`src/rtl/mmio_pkg.sv`:
```
// ============================================================================
// Module  : mmio_pkg
// Brief   : Shared types and address map for the MMIO bus sequencer.
// Rev     : 1.0  initial release
// ============================================================================
`default_nettype none

package mmio_pkg;

    localparam int MMIO_DW = 32;

    typedef enum logic [1:0] {
        ST_IDLE = 2'd0,
        ST_REQ  = 2'd1,
        ST_RESP = 2'd2,
        ST_ERR  = 2'd3
    } mmio_state_e;

    localparam logic [31:0] MMIO_BASE = 32'hFFFF_0000;
    localparam logic [31:0] LED_BASE  = 32'hFFFF_0080;
    localparam logic [31:0] LED_LAST  = 32'hFFFF_00FF;
    localparam logic [31:0] SW_BASE   = 32'hFFFF_0100;
    localparam logic [31:0] SW_LAST   = 32'hFFFF_017F;
    localparam logic [31:0] SEG_BASE  = 32'hFFFF_0180;
    localparam logic [31:0] SEG_LAST  = 32'hFFFF_01FF;

    // Inclusive window test used by peripherals to form their dev_work claim.
    function automatic logic in_region(input logic [31:0] addr,
                                       input logic [31:0] lo,
                                       input logic [31:0] hi);
        return (addr >= lo) && (addr <= hi);
    endfunction

endpackage

`default_nettype wire

```
`src/rtl/mmio_claim_decode.sv`:
```
// ============================================================================
// Module  : mmio_claim_decode
// Brief   : Classifies the dev_work claim vector as none / one / multi and
//           returns the index of the claiming device.
// Rev     : 1.0  initial release
// ============================================================================
`default_nettype none

module mmio_claim_decode #(
    parameter int N_DEV = 4,
    parameter int IW    = 2
) (
    input  logic [N_DEV-1:0] dev_work,
    output logic             one,
    output logic             none,
    output logic             multi,
    output logic [IW-1:0]    idx
);

    logic [4:0] count;

    // idx is only meaningful when exactly one bit is set.
    always_comb begin
        count = '0;
        idx   = '0;
        for (int i = 0; i < N_DEV; i++) begin
            if (dev_work[i]) begin
                count = count + 5'd1;
                idx   = IW'(i);
            end
        end
    end

    assign none  = (count == 5'd0);
    assign one   = (count == 5'd1);
    assign multi = (count >  5'd1);

endmodule

`default_nettype wire

```
`src/rtl/mmio_bus_ctrl.sv`:
```
// ============================================================================
// Module  : mmio_bus_ctrl
// Brief   : Latches one CPU MMIO access, broadcasts it to the peripherals and
//           returns data / completion / bus error. Optional request timeout is
//           compiled in with `define MMIO_BUS_TIMEOUT_EN.
// Rev     : 1.0  initial release
// ============================================================================
`default_nettype none

module mmio_bus_ctrl
    import mmio_pkg::*;
#(
    parameter int N_DEV   = 4,
    parameter int TIMEOUT = 15
) (
    input  logic                     sys_clk,
    input  logic                     rst,
    input  logic                     cpu_read,
    input  logic                     cpu_write,
    input  logic [31:0]              cpu_addr,
    input  logic [31:0]              cpu_wdata,
    output logic                     cpu_stall,
    output logic                     cpu_done,
    output logic                     cpu_err,
    output logic [MMIO_DW-1:0]       cpu_rdata,
    output logic                     dev_read,
    output logic                     dev_write,
    output logic [31:0]              dev_addr,
    output logic [MMIO_DW-1:0]       dev_wdata,
    input  logic [N_DEV-1:0]         dev_work,
    input  logic [N_DEV-1:0]         dev_done,
    input  logic [MMIO_DW*N_DEV-1:0] dev_rdata
);

    localparam int IW = (N_DEV > 1) ? $clog2(N_DEV) : 1;

    if ((N_DEV < 1) || (N_DEV > 16) || (TIMEOUT < 2)) begin : g_param_check
        $error("mmio_bus_ctrl: N_DEV must be 1..16 and TIMEOUT >= 2");
    end

    mmio_state_e          state;
    logic                 claim_one;
    logic                 claim_none;
    logic                 claim_multi;
    logic [IW-1:0]        claim_idx;
    logic                 sel_done;
    logic [MMIO_DW-1:0]   sel_rdata;
    logic                 to_hit;

    mmio_claim_decode #(
        .N_DEV (N_DEV),
        .IW    (IW)
    ) u_claim (
        .dev_work (dev_work),
        .one      (claim_one),
        .none     (claim_none),
        .multi    (claim_multi),
        .idx      (claim_idx)
    );

    assign sel_done  = dev_done[claim_idx];
    assign sel_rdata = dev_rdata[int'(claim_idx)*MMIO_DW +: MMIO_DW];

`ifdef MMIO_BUS_TIMEOUT_EN
    localparam int            TW      = $clog2(TIMEOUT + 1);
    localparam logic [TW-1:0] TO_LAST = TW'(TIMEOUT - 1);

    logic [TW-1:0] to_cnt;

    // Counter holds the number of REQ cycles already elapsed; the last one
    // is flagged so the edge leaving it lands in ERR after TIMEOUT cycles.
    always_ff @(posedge sys_clk or posedge rst) begin
        if (rst) begin
            to_cnt <= '0;
        end else if (state == ST_REQ) begin
            to_cnt <= to_cnt + 1'b1;
        end else begin
            to_cnt <= '0;
        end
    end

    assign to_hit = (to_cnt == TO_LAST);
`else
    assign to_hit = 1'b0;
`endif

    assign cpu_stall = ((state == ST_IDLE) && (cpu_read || cpu_write)) ||
                       (state == ST_REQ);

    always_ff @(posedge sys_clk or posedge rst) begin
        if (rst) begin
            state     <= ST_IDLE;
            cpu_done  <= 1'b0;
            cpu_err   <= 1'b0;
            cpu_rdata <= '0;
            dev_read  <= 1'b0;
            dev_write <= 1'b0;
            dev_addr  <= '0;
            dev_wdata <= '0;
        end else begin
            cpu_done  <= 1'b0;
            cpu_err   <= 1'b0;
            cpu_rdata <= '0;
            case (state)
                ST_IDLE: begin
                    dev_read  <= 1'b0;
                    dev_write <= 1'b0;
                    if (cpu_read && cpu_write) begin
                        state    <= ST_ERR;
                        cpu_done <= 1'b1;
                        cpu_err  <= 1'b1;
                    end else if (cpu_read || cpu_write) begin
                        state     <= ST_REQ;
                        dev_read  <= cpu_read;
                        dev_write <= cpu_write;
                        dev_addr  <= cpu_addr;
                        dev_wdata <= cpu_wdata;
                    end
                end
                ST_REQ: begin
                    // Claim problems win over everything; done wins over timeout.
                    if (claim_none || claim_multi) begin
                        state     <= ST_ERR;
                        dev_read  <= 1'b0;
                        dev_write <= 1'b0;
                        cpu_done  <= 1'b1;
                        cpu_err   <= 1'b1;
                    end else if (claim_one && sel_done) begin
                        state     <= ST_RESP;
                        dev_read  <= 1'b0;
                        dev_write <= 1'b0;
                        cpu_done  <= 1'b1;
                        cpu_rdata <= dev_write ? '0 : sel_rdata;
                    end else if (to_hit) begin
                        state     <= ST_ERR;
                        dev_read  <= 1'b0;
                        dev_write <= 1'b0;
                        cpu_done  <= 1'b1;
                        cpu_err   <= 1'b1;
                    end
                end
                ST_RESP, ST_ERR: begin
                    state     <= ST_IDLE;
                    dev_read  <= 1'b0;
                    dev_write <= 1'b0;
                end
                default: begin
                    state     <= ST_IDLE;
                    dev_read  <= 1'b0;
                    dev_write <= 1'b0;
                end
            endcase
        end
    end

endmodule

`default_nettype wire

```
`config.mk`:
```
export PLATFORM = sky130hd
export DESIGN_NAME = mmio_bus_ctrl
export DESIGN_NICKNAME = d
export VERILOG_FILES = /design/src/rtl/mmio_pkg.sv /design/src/rtl/mmio_claim_decode.sv /design/src/rtl/mmio_bus_ctrl.sv
export SDC_FILE = /design/constraint.sdc
export NUM_CORES = 1
export LEC_CHECK = 0
export BUFFER_PORTS_ARGS = -buffer_cell sky130_fd_sc_hd__buf_2
export CORE_AREA = 2 2 120 122
export CTS_CLUSTER_DIAMETER = 120
export CTS_CLUSTER_SIZE = 28
export DETAILED_ROUTE_END_ITERATION = 16
export DIE_AREA = 0 0 122 124
export PLACE_DENSITY = 0.69
export SLEW_MARGIN = 10
export SYNTH_ARGS = -nofsm -noshare
export SYNTH_HDL_FRONTEND = slang
export SYNTH_HIERARCHICAL = 1
export SYNTH_SLANG_ARGS = --single-unit
```
`constraint.sdc`:
```
create_clock -name sys_clk -period 7 [get_ports sys_clk]
set_input_delay 1.75 -clock sys_clk [delete_from_list [all_inputs] [get_ports sys_clk]]
set_output_delay 1.75 -clock sys_clk [all_outputs]
set_load 0.005 [all_outputs]
```
After elaboration in Yosys (flattened, before gate mapping)
Index checks and enable logic that the tools add are counted.
{"block": "op_classes", "addsub": 3, "n_lt_le_gt_ge": 2, "reduce_logical": 11, "eq_ne": 6, "muxes": 32, "n_shift": 1, "bitwise_logic": 1}
{"op": "32-bit two-way mux", "count": 4}
{"op": "128-bit by 8-bit variable part select with 32-bit output", "count": 1}
{"op": "5-bit two-way mux", "count": 3}
{"op": "1-bit two-way mux", "count": 13}
{"op": "2-bit two-way mux", "count": 6}
{"op": "5-bit by 1-bit adder with 5-bit output, second input constant", "count": 2}
{"op": "3-bit by 1-bit != test with 1-bit output, second input constant", "count": 2}
{"op": "1-bit one-hot mux with 3 select lines", "count": 2}
{"op": "2-bit one-hot mux with 3 select lines", "count": 1}
{"op": "5-bit by 1-bit == test with 1-bit output, second input constant", "count": 1}
{"op": "5-bit by 1-bit > comparator with 1-bit output, second input constant", "count": 1}
{"op": "5-bit zero test", "count": 1}
{"op": "2-bit == test, second input constant", "count": 2}
{"op": "1-bit one-hot mux with 2 select lines", "count": 2}
{"op": "1-bit logical AND", "count": 3}
{"op": "1-bit logical OR", "count": 3}
{"op": "2-bit by 3-bit < comparator with 1-bit output, second input constant", "count": 1}
{"op": "3-bit AND reduction", "count": 1}
{"op": "1-bit by 1-bit adder with 2-bit output, second input constant", "count": 1}
{"op": "1-bit binary-select mux with 2-bit select", "count": 1}
{"op": "2-bit by 1-bit == test with 1-bit output, second input constant", "count": 1}
{"op": "2-bit zero test", "count": 1}
{"op": "2-bit AND reduction", "count": 1}
{"op": "2-bit OR reduction", "count": 1}
{"op": "1-bit inverter", "count": 1}
{"block": "totals", "ff_bits": 102, "output_inout_bits": 101, "in_bits": 204}

Depth between registers and ports, before layout
Gate-level depths: netlist of the first run.
{"block": "logic_depth", "depth_word": 12, "mapped_depth": 12}

Hierarchy
The synthesis of the first run kept the hierarchy.
{"mod": "mmio_bus_ctrl", "instances": 1, "area_per_inst_um2": 4835.9, "cells_each": 276}
{"mod": "mmio_claim_decode", "instances": 1, "area_per_inst_um2": 191.4, "cells_each": 26}

Least setup slack after synthesis of the first run
OpenSTA, ideal clock, no wires.
{"block": "synth_path", "path_type": "input to register", "start": "input dev_work[0]", "end": "register cpu_rdata[10]", "cell_stages": 11, "required_time_ps": 6865, "slack_ps": 3008, "t_arrival_ps": 3857, "path_cell_list": "inv_1 > ha_1 > xor2_1 > ha_1 > nor3b_2 > a31oi_1 > a211oi_1 > nor4b_4 > nand2b_1 > clkbuf_1 > nor3b_1"}
{"block": "synth_via", "elab_cells_between_ends": 15, "classes_between": "add/sub (3); order compare (1); eq/ne (1); mux (7); reduce/logical (3)"}
{"element": "from (decl)", "line": "mmio_bus_ctrl.sv:30", "text": "input logic [N_DEV-1:0] dev_work,"}
{"element": "1-bit two-way mux (*)", "line": "mmio_claim_decode.sv:27", "text": "if (dev_work[i]) begin"}
{"element": "1-bit by 1-bit adder with 2-bit output", "line": "mmio_claim_decode.sv:28", "text": "count = count + 5'd1;"}
{"element": "5-bit two-way mux (*)", "line": "mmio_claim_decode.sv:27"}
{"element": "5-bit by 1-bit adder with 5-bit output", "line": "mmio_claim_decode.sv:28"}
{"element": "5-bit two-way mux (*)", "line": "mmio_claim_decode.sv:27"}
{"element": "5-bit by 1-bit adder with 5-bit output", "line": "mmio_claim_decode.sv:28"}
{"element": "5-bit two-way mux (*)", "line": "mmio_claim_decode.sv:27"}
{"element": "5-bit zero test (*)", "line": "mmio_claim_decode.sv:34", "text": "assign none = (count == 5'd0);"}
{"element": "named net claim_none", "line": "mmio_bus_ctrl.sv:43", "text": "logic claim_none;"}
{"element": "1-bit logical OR (*)", "line": "mmio_bus_ctrl.sv:122", "text": "if (claim_none || claim_multi) begin"}
{"element": "32-bit two-way mux (*)", "line": "mmio_bus_ctrl.sv:122"}
{"element": "32-bit two-way mux (*)", "line": "mmio_bus_ctrl.sv:104", "text": "case (state)"}
{"element": "to (signal assigned)", "line": "mmio_bus_ctrl.sv:133", "text": "cpu_rdata <= dev_write ? '0 : sel_rdata;"}
{"element": "to (decl)", "line": "mmio_bus_ctrl.sv:25", "text": "output logic [MMIO_DW-1:0] cpu_rdata,"}
The timed path passes the listed nets; every way through them passes the cells marked *.
A chain may end at the register's enable or synchronous reset.

Worst setup path in the final report of the first run
{"block": "layout_path", "start": "input dev_work[1]", "end": "register cpu_rdata[11]"}
{"block": "layout_via", "elab_cells_between_ends": 20, "classes_between": "add/sub (2); order compare (1); eq/ne (1); shift (1); mux (12); reduce/logical (3)"}
{"element": "5-bit two-way mux (*)", "line": "mmio_claim_decode.sv:27"}
{"element": "5-bit by 1-bit adder with 5-bit output", "line": "mmio_claim_decode.sv:28"}
{"element": "5-bit two-way mux (*)", "line": "mmio_claim_decode.sv:27"}
{"element": "5-bit by 1-bit adder with 5-bit output", "line": "mmio_claim_decode.sv:28"}
{"element": "5-bit two-way mux (*)", "line": "mmio_claim_decode.sv:27"}
{"element": "5-bit zero test (*)", "line": "mmio_claim_decode.sv:34"}
{"element": "named net claim_none", "line": "mmio_bus_ctrl.sv:43"}
{"element": "1-bit logical OR (*)", "line": "mmio_bus_ctrl.sv:122"}
{"element": "32-bit two-way mux (*)", "line": "mmio_bus_ctrl.sv:122"}
{"element": "32-bit two-way mux (*)", "line": "mmio_bus_ctrl.sv:104"}
The timed path passes the listed nets; every way through them passes the cells marked *. The select of a mux whose other input is x is not followed.

==> run metrics, run 1 <==
status completed; final setup vio count 0; Worst Reg2Reg Path Length in Cells 5; maximum number of pins on one net before global-route repair 56; area leader, netlist dfrtp_1; routed vias 3,787; met3 Usage GRT 4.72%; EDFF count, synth 0; total of max-cap violations 0; pwr dens 325 nW/µm²; Routed WL 13,300 µm; post-synthesis cell count 302; reg-to-reg startpoint state[1]; height of the die 124 µm; vias in the first global route 3,870; TritonCTS clock tree done; sw power 0.660 mW; WP data arrival 4.69 ns; area delta synth->final 37.4%; worst rel slew slack 20.4%; Post-Route Setup TNS 0 ns; die area 15,100 µm²; Peak Freq 0.220 GHz; number of synthesis warnings 6; asr flop ratio synth 100%; share of post-route cells with drive strength above 1 70.7%; Fin. Hold Viols 0; Hold Path Class reg2reg; Avg Cell Area, Syn 16.6 µm²; share of power burned in registers 40.8%; Vias/cell 4.82; Post-Syn Nets 509; Die W 122 µm; CTS H-tree lvls 3; critical path's slowest cell nand2b_1; Crit Path Max Fanout 32; antenna violations before repair 0; reg2reg end dev_wdata[17]; Max Slew Vio Count 0; global route overflow 0; sw frac 29.4%; hold path endpoint dev_wdata[25]; Starting Density 36.6%; Hold Startpoint dev_wdata[25]; Worst Path Required 7.16 ns; GR Layer Usage met2 30.1%; largest cells by area after synthesis dfrtp_1 (51%), mux2_4 (18%), mux4_2 (14%); Setup crit end kind flop; drt drc 0; top cell type's share of synthesized area 50.8%; Total Routing Usage GR 16.6%; Crit. Startpoint dev_work[1]; ys flop type dfrtp_1; Int Pwr 1.58 mW; Max clock buf depth 2; post-route ant nets 0; period utilization 64.8%; min Tclk post-route 4.54 ns; Top Ports 305; Clock Latency Late Sink 0.34 ns; core area 13,700 µm²; CTS root buf clkbuf_16; CP Class in2reg; clock share of power 21.1%; worst path cell trace buf_2 > inv_1 > ha_1 > xor2_1 > ha_1 > nor2b_1 > a211oi_1 > a211oi_1 > nor4b_4 > nand2b_1 > nor3b_1; first-pass iteration count of the detailed router 5; part of the power in combinational logic 38.2%; post-synthesis sequential area ratio 50.8%; Clock transition at path regs 0.07 ns; Setup Buffers After CTS 0; Clock Sinks 102; final clock skew 0.00878 ns; register area 2550 µm²; Util after Layout 50.4%; fillers 1,190; CP Launch Type input port; max incr delay on CP 0.85 ns; post-CTS resize count 0; DRT iter0 DRCs 137; Mapped Area 5030 µm²; setup slack, reg-to-reg 4.69 ns; PortBufs 304; gpl congestion 0.841; area of the multi-input gates 2270 µm²; WHS Path Cells 1; first-pass GRT wire length 19,500 µm; hpwl dp 10,400 µm; count of cell types in the netlist 36; Pwr Total 2.24 mW; Peak VDD IR 0.000122 V; Yosys reg bits 102; diodes inserted 0; met1 usage 19.3%; Rows 43; Synth top cells by count dfrtp_1 (102), mux2_4 (60), mux4_2 (32), nor3b_1 (32), buf_8 (6); most common cell in the synthesized netlist dfrtp_1; TritonCTS Buffers 9; Slew @ Worst Pin 1.19 ns; Top Usage Layer GRT met2; leakage power 3.67 nW; WL/cell 17.0 µm; RSZ-0062 raised after global routing no; fin nets 807; CTS hold repair buffers 0
metal layers:
metal	wire, µm	up-vias
li1	-	1723
met1	5000	1847
met2	6910	203
met3	1200	14
met4	192	0
met5	0	-
worst max path at each step:
stage                     cells past startpoint  slack [ns]            end
after floorplan                               1        2.57       cpu_done
after global placement                       11        2.33   cpu_rdata[6]
after CTS                                    11        2.48  cpu_rdata[11]
final                                        11        2.46  cpu_rdata[11]
after detailed placement                     11        2.12  cpu_rdata[27]
after global routing                         11        2.22  cpu_rdata[16]
power groups by stage:
stage | Sequential, mW | Combinational (mW) | Clock (mW)
CTS | 0.914 | 0.867 | 0.485
detailed placement | 0.923 | 0.859 | 0
floorplan | 0.933 | 0.525 | 0
finish | 0.914 | 0.856 | 0.473
global route | 0.938 | 0.928 | 0.515
global placement | 0.913 | 0.844 | 0
worst max-delay path, delay by kind of cell:
kind,cells,cell delay (ns)
adders and majority gates,2,0.64
xor gates and xnor gates,1,0.19
and+or+nand+nor,4,1.29
AOI/OAI and AO/OA,2,0.58
buffers and inverters,2,0.22
sequential cells by signal (all words and copies together), names as in the netlist:
signal	flops
cpu_rdata	32
dev_addr	32
dev_wdata	32
state	2
cpu_done	1
cpu_err	1
dev_read	1
dev_write	1
cells by family after synthesis:
kind of cell	Yosys count	share of synthesized area, %
XOR/XNOR	2	0.348
AND/OR/NAND/NOR	53	7.59
flip-flops	102	50.8
buffers and inverters	27	4.36
adder cells (fa/ha/maj)	3	0.747
multiplexers	98	33.5
AO/OA/AOI/OAI	17	2.64
layout make-up:
class / instances / share of cell area, %
inverter: 5 / 0.308
tap: 180 / 3.26
clock buffer: 10 / 3.31
clock inverter: 6 / 0.797
multi-input combinational: 173 / 32.8
sequential: 102 / 36.9
timing repair buffer: 309 / 22.6
per-stage QoR:
stage	setup WS (ns)	instances	hold slack [ns]	cell area (µm²)
global placement	2.33	769	0.485	6630
detailed placement	2.12	769	0.487	6630
finish	2.46	785	0.502	6910
floorplan	2.57	302	0.504	5030
global route	2.22	785	0.513	6910
CTS	2.48	785	0.505	6910
cell usage in the layout, fill, tap and decap left out:
cell,synthesis,layout
o21bai_1,2,2
nor2_1,4,4
a31oi_1,1,1
o21a_1,1,1
inv_6,0,1
mux2_4,60,60
xor2_1,2,2
nand2b_1,3,3
ha_1,3,3
o22a_1,1,1
nor3b_1,32,32
inv_8,0,1
or2_2,1,1
and2_2,1,1
buf_2,4,304
a21oi_1,2,2
nand2_1,3,3
inv_1,5,4
clkbuf_16,0,9
nor3b_2,1,1
nor2b_1,3,3
nor3_2,1,1
nor4b_4,1,1
clkinv_4,0,4
nand3_1,1,1
a211o_1,1,1
mux2_2,4,4
o21ai_4,1,2
inv_4,0,1
buf_4,4,5
mux4_2,32,32
nand3b_1,1,1
clkbuf_1,4,1
a211oi_1,4,4
o21ai_0,2,1
a32o_1,2,2
mux2i_1,2,2
dfrtp_1,102,102
nor3_1,1,1
No activity file was read; power rests on OpenSTA's default activity.
==> run 2: changes to the inputs <==
--- a/config.mk
+++ b/config.mk
@@ -6,12 +6,12 @@
 export NUM_CORES = 1
 export LEC_CHECK = 0
 export BUFFER_PORTS_ARGS = -buffer_cell sky130_fd_sc_hd__buf_2
-export CORE_AREA = 2 2 120 122
+export CORE_MARGIN = 2
+export CORE_UTILIZATION = 39
 export CTS_CLUSTER_DIAMETER = 120
 export CTS_CLUSTER_SIZE = 28
 export DETAILED_ROUTE_END_ITERATION = 16
-export DIE_AREA = 0 0 122 124
-export PLACE_DENSITY = 0.69
+export PLACE_DENSITY = 0.76
 export SLEW_MARGIN = 10
 export SYNTH_ARGS = -nofsm -noshare
 export SYNTH_HDL_FRONTEND = slang
==> constraint.sdc (replaced) <==
create_clock -name sys_clk -period 4.1 [get_ports sys_clk]
set_input_delay 1.025 -clock sys_clk [delete_from_list [all_inputs] [get_ports sys_clk]]
set_output_delay 1.025 -clock sys_clk [all_outputs]
set_load 0.005 [all_outputs]
==> run metrics, run 2 (synthesized netlist as in run 1, its figures left out) <==
cell count after placement 767; Top cell by count, worst path ha_1; share of post-route cells with drive strength above 1 71.1%; CP bufs+invs 3; first-pass GRT wire length 22,300 µm; CTS H-tree lvls 3; final setup vio count 0; total of max-cap violations 0; Worst Path Required 4.34 ns; Rows 41; die area 13,800 µm²; TritonCTS Buffers 9; pre-CTS WS 0.269 ns; commonest non-fill, non-tap cells in the layout buf_2 (304), dfrtp_1 (102), mux2_4 (60); min Tclk post-route 3.52 ns; leakage power 3.69 nW; Max clock buf depth 2; RSZ-0062 raised after global routing no; Routed WL 14,000 µm; Crit Path Max Fanout 22; commonest non-fill, non-tap cell in the layout buf_2; Clock transition at path regs 0.06 ns; Fin. Hold Viols 0; cell family with most CP delay compound AO/OA/AOI/OAI gates; final clock skew 0.00693 ns; max incr delay on CP 0.40 ns; CP Class in2reg; post-CTS resize count 0; CP Launch Type input port; WL met1 5350 µm; TritonCTS clock tree done; worst path cell trace buf_2 > inv_1 > ha_1 > xor2_1 > ha_1 > nor3b_2 > a31oi_1 > a211oi_1 > nand2_1 > o22a_1 > buf_4 > nor3b_1; Slew @ Worst Pin 0.735 ns; Starting Density 39.8%; core area 12,600 µm²; antenna violations before repair 2; first-pass iteration count of the detailed router 4; status completed; maximum number of pins on one net before global-route repair 54; vias in the first global route 4,206; Vias/cell 4.92; critical path's slowest cell o22a_1; Peak VDD IR 0.000227 V; Post-Route Setup TNS 0 ns; Clock Latency Late Sink 0.34 ns; pwr dens 551 nW/µm²; met2 wire len 7040 µm; met3 WL post-DR 1130 µm; final critical-path setup slack 0.582 ns; WP data arrival 3.76 ns; Setup crit end kind flop; Total Routing Usage GR 20.7%; Clock Sinks 102; Layout Cells excl Fill 782; height of the die 118 µm; top layer used by detailed routing met4; WL/cell 17.9 µm; DRT iter0 DRCs 256; gpl congestion 0.820; routed vias 3,845; drt drc 0; worst rel slew slack 50.8%; CTS hold repair buffers 0; period utilization 85.8%; Top Ports 305; Hold Path Class reg2reg; biggest regs cpu_rdata (32), dev_addr (32), dev_wdata (32); Setup Buffers After CTS 0; Max Slew Vio Count 0; CTS root buf clkbuf_16; Die W 118 µm; Peak Freq 0.284 GHz; PortBufs 304; area delta synth->final 38.0%; fin nets 813; post-route ant nets 0; global route overflow 0; hpwl dp 11,100 µm
[run 2: changes by cell type in the layout (fill, tap and decap cells not counted)]
cell,delta
buf_4,+5
clkinv_4,-3
clkinvlp_4,+2
buf_12,+1
clkbuf_1,-1
clkinv_2,+1
diode_2,+1
inv_8,-1
[run 2: through the flow]
stage	hold slack (ns)	area (µm²)	power, mW	utilization, %
6_report	0.501	6940	3.82	55.0
5_1_grt	0.516	6940	4.05	55.0
4_1_cts	0.506	6940	3.86	55.0
3_5_place_dp	0.491	6670	3.07	52.9
3_3_place_gp	0.485	6670	3.02	52.9
2_1_floorplan	0.504	5030	2.49	-
[run 2: layout make-up]
type,count,area (µm²)
fill,1053,5680
tap,172,215
sequential,102,2550
clock buffer,9,225
clock inverter,5,37.5
multi-input combinational,173,2270
inverter,5,21.3
antenna,1,2.50
timing repair buffer,315,1620
[run 2: worst paths after layout]
check,from,end,slack (ns),cells past startpoint
max in group asynchronous,rst,dev_addr[16],2.53,3
worst max-delay path,dev_work[1],cpu_rdata[20],0.58,12
worst max register to register,state[0],dev_addr[1],2.32,4
worst min-delay path,dev_wdata[16],dev_wdata[16],0.50,1
worst min register to register,dev_wdata[16],dev_wdata[16],0.50,1
min in group asynchronous,rst,dev_addr[0],0.78,2
[run 2: layer usage]
metal / track usage [%] / vias up
li1: - / 1736
met1: 24.6 / 1862
met2: 35.2 / 215
met3: 5.28 / 32
met4: 10.1 / 0
met5: 0 / -
[run 2: report_power, final]
part / total, mW / switching (mW) / internal (mW)
clock network: 0.766 / 0.360 / 0.406
logic: 1.50 / 0.560 / 0.936
registers: 1.56 / 0.197 / 1.36
==> run 3: changes to the inputs <==
--- a/config.mk
+++ b/config.mk
@@ -11,6 +11,7 @@
 export CTS_CLUSTER_DIAMETER = 120
 export CTS_CLUSTER_SIZE = 28
 export DETAILED_ROUTE_END_ITERATION = 16
+export MAX_ROUTING_LAYER = met4
 export PLACE_DENSITY = 0.76
 export SLEW_MARGIN = 10
 export SYNTH_ARGS = -nofsm -noshare
==> run metrics, run 3 (synthesized netlist as in run 1, its figures left out) <==
status completed; Worst Path Required 4.34 ns; WP data arrival 3.77 ns; Starting Density 39.8%; Post-Route Setup TNS 0 ns; maximum number of pins on one net before global-route repair 54; hold path endpoint dev_wdata[16]; final setup vio count 0; Clock Latency Late Sink 0.35 ns; worst rel slew slack 51.1%; reg-to-reg startpoint state[0]; Rows 41; TritonCTS clock tree done; Clock Sinks 102; drt drc 0; post-route ant nets 0; post-CTS resize count 0; Top Ports 305; TritonCTS Buffers 9; Max Slew Vio Count 0; Peak Freq 0.283 GHz; Worst Reg2Reg Path Length in Cells 4; Peak VDD IR 0.000227 V; first-pass GRT wire length 22,300 µm; setup slack, reg-to-reg 2.30 ns; PortBufs 304; WHS Path Cells 1; pwr dens 551 nW/µm²; CTS root buf clkbuf_16; leakage power 3.69 nW; Setup crit end kind flop; commonest non-fill, non-tap cells in the layout buf_2 (304), dfrtp_1 (102), mux2_4 (60); reg2reg end dev_wdata[23]; fillers 1,052; CTS H-tree lvls 3; Setup Buffers After CTS 0; Max clock buf depth 2; Clock transition at path regs 0.06 ns; area delta synth->final 38.1%; height of the die 118 µm; core area 12,600 µm²; hpwl dp 11,100 µm; Fin. Hold Viols 0; Pwr Total 3.82 mW; Post-DP Area 6670 µm²; first-pass iteration count of the detailed router 4; Final Instance Area 6940 µm²; share of post-route cells with drive strength above 1 71.1%; commonest non-fill, non-tap cell in the layout buf_2; CTS hold repair buffers 0; total of max-cap violations 0; fin nets 813; WL/cell 17.9 µm; Vias/cell 4.96; final clock skew 0.00663 ns; min Tclk post-route 3.53 ns; Hold Startpoint dev_wdata[16]; CP Class in2reg; RSZ-0062 raised after global routing no; DRT iter0 DRCs 255; Hold WS 0.501 ns; global route overflow 0; die area 13,800 µm²; Routed WL 14,000 µm; Die W 118 µm; period utilization 86.1%; routed vias 3,884; biggest regs cpu_rdata (32), dev_addr (32), dev_wdata (32); CP Launch Type input port; gpl congestion 0.832; Hold Path Class reg2reg; vias in the first global route 4,199; antenna violations before repair 2; Total Routing Usage GR 21.3%; Slew @ Worst Pin 0.731 ns; Util after Layout 55.0%; Crit Path Max Fanout 22
[run 3: cell types whose count changed in the layout (fill, tap and decap cells not counted)]
| cell | delta |
|---|---|
| diode_2 | +1 |
[run 3: layout make-up]
| class | count | area (µm²) | area share, % |
|---|---|---|---|
| Antenna cell | 2 | 5.00 | 0.0721 |
| Multi-Input combinational cell | 173 | 2270 | 32.7 |
| Timing Repair Buffer | 315 | 1620 | 23.3 |
| Inverter | 5 | 21.3 | 0.306 |
| Clock inverter | 5 | 37.5 | 0.541 |
| Clock buffer | 9 | 225 | 3.24 |
| Tap cell | 172 | 215 | 3.10 |
| Sequential cell | 102 | 2550 | 36.8 |
[run 3: worst max path at each step]
stage                      from       endpoint  cells past startpoint
floorplan                   rst       cpu_done                      1
global placement    dev_work[1]   cpu_rdata[7]                     12
detailed placement  dev_work[1]   cpu_rdata[8]                     12
CTS                 dev_work[1]  cpu_rdata[20]                     12
global route        dev_work[1]  cpu_rdata[16]                     12
finish              dev_work[1]  cpu_rdata[20]                     12
[run 3: per-stage QoR]
stage / std cells / setup WS [ns]
after floorplan: 302 / 0.400
after global placement: 767 / 0.469
after detailed placement: 767 / 0.269
after CTS: 781 / 0.639
after global routing: 783 / 0.353
final: 783 / 0.571
[run 3: report_power, final]
| part | internal, mW | switching (mW) |
|---|---|---|
| registers | 1.36 | 0.197 |
| logic | 0.936 | 0.561 |
| clock network | 0.406 | 0.360 |
| total | 2.71 | 1.12 |
[run 3: critical path: stages]
cell      delay, ns
buf_2          0.10
inv_1          0.11
ha_1           0.32
xor2_1         0.19
ha_1           0.33
nor3b_2        0.20
a31oi_1        0.09
a211oi_1       0.34
nand2_1        0.09
o22a_1         0.40
buf_4          0.31
nor3b_1        0.25
[run 3: routing by layer]
metal / part of all wire [%] / vias to the layer above / GRT usage, %
met3: 7.7 / 31 / 4.89
li1: - / 1738 / -
met4: 3.3 / 0 / 10.0
met5: 0 / - / -
met2: 50 / 214 / 35.3
met1: 39 / 1901 / 24.8
